[config.mk]
export PLATFORM = sky130hd
export DESIGN_NAME = mod_counter
export DESIGN_NICKNAME = d
export VERILOG_FILES = /design/src/rtl/mod_counter.sv
export SDC_FILE = /design/constraint.sdc
export NUM_CORES = 1
export LEC_CHECK = 0
export BUFFER_PORTS_ARGS = -buffer_cell sky130_fd_sc_hd__buf_2
export CORE_ASPECT_RATIO = 1.5
export CORE_UTILIZATION = 55
export CTS_CLUSTER_SIZE = 14
export DETAILED_ROUTE_END_ITERATION = 8
export PLACE_DENSITY = 0.82
export SYNTH_ARGS = -nofsm -noshare
export SYNTH_HDL_FRONTEND = slang
export SYNTH_SLANG_ARGS = --single-unit
[constraint.sdc]
create_clock -name clk -period 3.3 [get_ports clk]
set_input_delay 0.165 -clock clk [delete_from_list [all_inputs] [get_ports clk]]
set_output_delay 0.165 -clock clk [all_outputs]
set_load 0.005 [all_outputs]
[src/rtl/mod_counter.sv]
// mod_counter: modulo-MODULO up/down counter with clear, load, compare and
// cascade outputs. count/carry/match/load_err are registered; tc is
// combinational so a chain of stages advances on the same edge.
module mod_counter #(
    parameter int WIDTH  = 8,
    parameter int MODULO = 60
) (
    input  logic             clk,
    input  logic             rst,
    input  logic             en,
    input  logic             up,
    input  logic             clr,
    input  logic             load,
    input  logic [WIDTH-1:0] load_val,
    input  logic [WIDTH-1:0] cmp_val,
    output logic [WIDTH-1:0] count,
    output logic             tc,
    output logic             carry,
    output logic             match,
    output logic             load_err
);

    // Reject a modulus the counter cannot represent.
    if (MODULO < 2 || longint'(MODULO) > (longint'(1) << WIDTH)) begin : g_bad_modulo
        $error("mod_counter: MODULO must satisfy 2 <= MODULO <= 2**WIDTH");
    end

    // Top value fits in WIDTH bits even when MODULO == 2**WIDTH.
    localparam logic [WIDTH-1:0] MAX = WIDTH'(MODULO - 1);

    logic             at_max;
    logic             at_zero;
    logic [WIDTH-1:0] count_next;
    logic             wrap_next;
    logic             lerr_next;
    logic             match_next;

    assign at_max  = (count == MAX);
    assign at_zero = (count == '0);

    // Terminal count: the step about to happen on this edge is a wrap.
    assign tc = en & ~clr & ~load & ((up & at_max) | (~up & at_zero));

    // Next count with clr > load > en priority; wrap handled explicitly so
    // no increment ever needs a bit beyond WIDTH.
    always_comb begin
        count_next = count;
        wrap_next  = 1'b0;
        lerr_next  = 1'b0;
        if (clr) begin
            count_next = '0;
        end else if (load) begin
            if (load_val > MAX) begin
                count_next = MAX;
                lerr_next  = 1'b1;
            end else begin
                count_next = load_val;
            end
        end else if (en) begin
            if (up) begin
                if (at_max) begin
                    count_next = '0;
                    wrap_next  = 1'b1;
                end else begin
                    count_next = count + WIDTH'(1);
                end
            end else begin
                if (at_zero) begin
                    count_next = MAX;
                    wrap_next  = 1'b1;
                end else begin
                    count_next = count - WIDTH'(1);
                end
            end
        end
        // Compared against the value being registered, so match lines up
        // with count; cmp_val above MAX can never equal count_next.
        match_next = (count_next == cmp_val);
    end

    // State and one-cycle pulses; everything clears asynchronously.
    always_ff @(posedge clk or negedge rst) begin
        if (!rst) begin
            count    <= '0;
            carry    <= 1'b0;
            match    <= 1'b0;
            load_err <= 1'b0;
        end else begin
            count    <= count_next;
            carry    <= wrap_next;
            match    <= match_next;
            load_err <= lerr_next;
        end
    end

endmodule

**Yosys cells after proc, flatten, opt, wreduce, memory -nomap -nowiden**

Index checks and enable logic that the tools add are counted.

- Bits in registers: 11
- Input bits: 22
- Output and inout port bits: 12
- Logic and storage cells: 35

- Add/sub/neg operators: 2
- Magnitude comparators: 1
- Equal/unequal tests: 2
- Mux-type cells: 16
- Bitwise gates (word level): 9
- Reductions and logical operators: 1

Operator list:

| cell | number |
|---|---|
| $mux W8 | 7 |
| $mux W1 | 9 |
| $add A8 B1 Y8 const B | 1 |
| $eq A8 B6 Y1 const B | 1 |
| $eq A8 B8 Y1 | 1 |
| $gt A8 B6 Y1 const B | 1 |
| $logic_not A8 Y1 | 1 |
| $sub A8 B1 Y8 const B | 1 |
| $and A1 B1 Y1 | 5 |
| $not A1 Y1 | 3 |
| $or A1 B1 Y1 | 1 |

**Logic depth before layout (Yosys ltp)**

- Depth in word-level cells: 7
- Gate-level depth with buffers: 9
- Mapped depth without buffers: 9

**Worst setup path after synthesis**

No wires, ideal clock.

- Kind: reg-to-reg
- Start point: reg count[0]
- End point: reg match
- Library setup time: 68 ps
- Arrival: 2,071 ps
- Required time: 3,232 ps
- Setup slack: 1,161 ps
- Stages on the path, launching flop included: 9
- Period minus slack after synthesis: 2,139 ps
- Cell sequence: dfrtp_1 -> ha_1 -> nor4b_2 -> and2_4 -> o2111a_1 -> a2111oi_2 -> nand4_1 -> a2111oi_2 -> and4_1

- Word-level cells in the longest chain between the ends: 7

RTL lines:

| what | line | source |
|---|---|---|
| start, declared | 16 | `output logic [WIDTH-1:0] count,` |
| start signal, assigned | 89 | `count <= count_next;` |
| $sub A8 B1 Y8 (tied with other cells) | 72 | `count_next = count - WIDTH'(1);` |
| $mux W8, on equally long branches | 68, 61 |  |
| $mux W8 | 60 | `if (up) begin` |
| $mux W8 * | 59 | `end else if (en) begin` |
| $mux W8 * | 52 | `end else if (load) begin` |
| $mux W8 * | 50 | `if (clr) begin` |
| $eq A8 B8 Y1 * | 78 | `match_next = (count_next == cmp_val);` |
| net match_next | 36 | `logic match_next;` |
| end signal, assigned | 91 | `match <= match_next;` |
| end, declared | 19 | `output logic match,` |

The timed path passes the listed nets; every way through them passes the cells marked *.

**Final worst setup path**

Same ends and word-level chain as after synthesis.

==> flow_metrics.env <==
export IMPL_power_frac_comb_pct=36.6
export IMPL_yosysTopAreaCell="dfrtp_1"
export IMPL_synth_top_area_share_pct=20.3
export IMPL_p_sw_share_pct=38.6
export IMPL_post_cts_buffers=0
export IMPL_hold_path_class="in2reg"
export IMPL_required_ns=3.52
export IMPL_grt_use_met1_pct=39.9
export IMPL_cts_buffer_depth=2
export IMPL_vdd_drop_max_v=0.000184
export IMPL_drive_gt1_share_pct=26.8
export IMPL_cts_buffers=3
export IMPL_relSlewSlack_pct=67.5
export IMPL_areaGrowthSynthToFinish_pct=10.4
export IMPL_crit_fanout=8
export IMPL_grt_busiest_layer="met2"
export IMPL_antenna_found_initial=0
export IMPL_rsz0062_at_grt="no"
export IMPL_drtPass1Iterations=4
export IMPL_reg2reg_slack_ns=0.79
export IMPL_hold_buffers=1
export IMPL_regArea_um2=275
export IMPL_grt_remaining_overflow=0
export IMPL_slew_violations=0
export IMPL_multiInputGateArea_um2=953
export IMPL_status="complete, no violations"
export IMPL_worst_slew_pin_transition_ns=0.487
export IMPL_clk_latency_ns=0.27
export IMPL_hpwl_um=2910
export IMPL_design_die_area_um2=2670
export IMPL_synth_common_cells="nor2_1, nand2_1, dfrtp_1"
export IMPL_worst_setup_path_start_kind="flop"
export IMPL_clock_sinks=11
export IMPL_detail_route_iter0_violations=88
export IMPL_path_clk_slew_ns=0.07
export IMPL_post_drt_wl_per_cell_um=17.6
export IMPL_grt_pass1_wl_um=6640
export IMPL_synthArstFlopShare_pct=100
export IMPL_met3_usage_pct=3.76
export IMPL_path_class="reg2reg"
export IMPL_p_seq_share_pct=39.6
export IMPL_cts_tree="built"
export IMPL_p_sw_uw=158
export IMPL_core_area_um2=2290
export IMPL_h_tree_depth=1
export IMPL_leakagePower_uw=0.000658
export IMPL_synth_edf_count=0
export IMPL_hold_viol=0
export IMPL_ys_ff_latch=11
export IMPL_synth_most_common_cell="nor2_1"
export IMPL_intPower_uw=251
export IMPL_synthTopCellsByArea="dfrtp_1, nor2_1, buf_6"
export IMPL_cts_resized=0
export IMPL_finalSetupViolCount=0
export IMPL_fp_row_count=21
export IMPL_powerDensity_nw_per_um2=274
export IMPL_top_level_ports=34
export IMPL_dieWidth_um=42.5
export IMPL_finClkSkew_ns=0.00115
export IMPL_grt_pass1_vias=1455
export IMPL_initial_core_util_pct=59.3
export IMPL_post_route_min_period_ns=2.51
export IMPL_maxCapViolCount=0
export IMPL_final_core_util_pct=65.5
export IMPL_yosysUniqueCellTypes=57
export IMPL_fill_cells=212
export IMPL_endpoint_kind="flop"
export IMPL_fmax_ghz=0.398
export IMPL_synth_avg_cell_area_um2=7.97
export IMPL_syn_nets=194
export IMPL_power_frac_clock_pct=23.7
export IMPL_timing_final_crit_share_pct=76.2
export IMPL_routed_via_density=6.85
export IMPL_grt_util_met2_pct=53.5
export IMPL_routed_wl_um=3900
export IMPL_crit_arrival_ns=2.73
export IMPL_die_h_um=62.8
export IMPL_fin_tns_setup_ns=0
export IMPL_syn_cell_area_um2=1360
export IMPL_gp_congestion=0.934
export IMPL_yosysSeqAreaShare_pct=20.3
export IMPL_portBuffers=33
export IMPL_num_nets_final=223
export IMPL_diodes=0
export IMPL_cts_root_buf="clkbuf_4"
export IMPL_drc=0
export IMPL_vias=1514
export IMPL_grt_max_degree=27
export IMPL_ys_flop_type="dfrtp_1"
export IMPL_antenna_left=0
export IMPL_grt_usage_pct=32.2
export IMPL_ys_warnings_count=0
export IMPL_synth_cells=170
[power by group through the flow]
stage          combinational, uW  sequential [uW]  clock (uW)
6_report                     150              162        97.1
5_1_grt                      166              164         108
4_1_cts                      149              162        98.3
3_5_place_dp                 146              164           0
3_3_place_gp                 143              163           0
2_1_floorplan                112              156           0
[path summary, 6_finish.rpt]
check | start | to | cells after the start
min | clr | count[2] | 2
max reg2reg | count[0] | match | 9
min reg2reg | count[7] | count[7] | 3
min in group asynchronous | rst | count[3] | 2
max | count[0] | match | 9
max in group asynchronous | rst | count[2] | 2
[stage by stage]
step	area [um2]	power [uW]	std cells	hold slack, ns	setup slack, ns
floorplan	1360	267	170	-0.131	1.16
global placement	1460	306	216	0.0571	0.922
detailed placement	1460	310	216	0.0607	0.877
CTS	1500	409	221	0.189	0.798
global route	1500	438	221	0.201	0.606
finish	1500	409	221	0.196	0.786
[critical path, stage by stage, from the launching register on]
cell and delay, ns:
dfrtp_1 0.46, inv_1 0.13, ha_1 0.17, nor3b_2 0.27
or3_1 0.18, a311oi_1 0.11, a2111oi_2 0.43, nand4_1 0.18
a2111oi_2 0.31, and4_1 0.22
[final cells by class]
cell class / instances / area share, %
flip-flops and latches: 11 / 18.4
inverters: 10 / 2.51
multi-input cells: 139 / 63.7
clock buffers: 4 / 1.76
repair buffers: 34 / 11.7
well taps: 23 / 1.92
[layout by cell type, fill, tap and decap left out, types with 5 or more instances in the layout]
master   instances
inv_1            9
a21oi_1          7
nor3_1           6
buf_2           33
dfrtp_1         11
and3_1           5
nor2_1          18
nand3_1         10
o21ai_0          7
nand2_1         14
[flip-flops by register name, indices dropped and copies added, names as in the netlist]
name      count
count         8
carry         1
load_err      1
match         1
[cell families after synthesis]
family	count (synthesis)	share of synthesized area [%]
simple gates	82	35.3
mux	4	3.32
compound gates	47	27.3
buf+inv	20	9.33
flops	11	20.3
xor+xnor	4	2.59
fa+ha+maj	2	1.85
[metal layers]
metal  part of all wire (%)  vias to the layer above
met2                     50                       90
met1                     38                      709
met3                    8.2                       16
met5                      0                        -
met4                    3.7                        0
li1                       -                      699
Power figures use the tool's default switching activity.
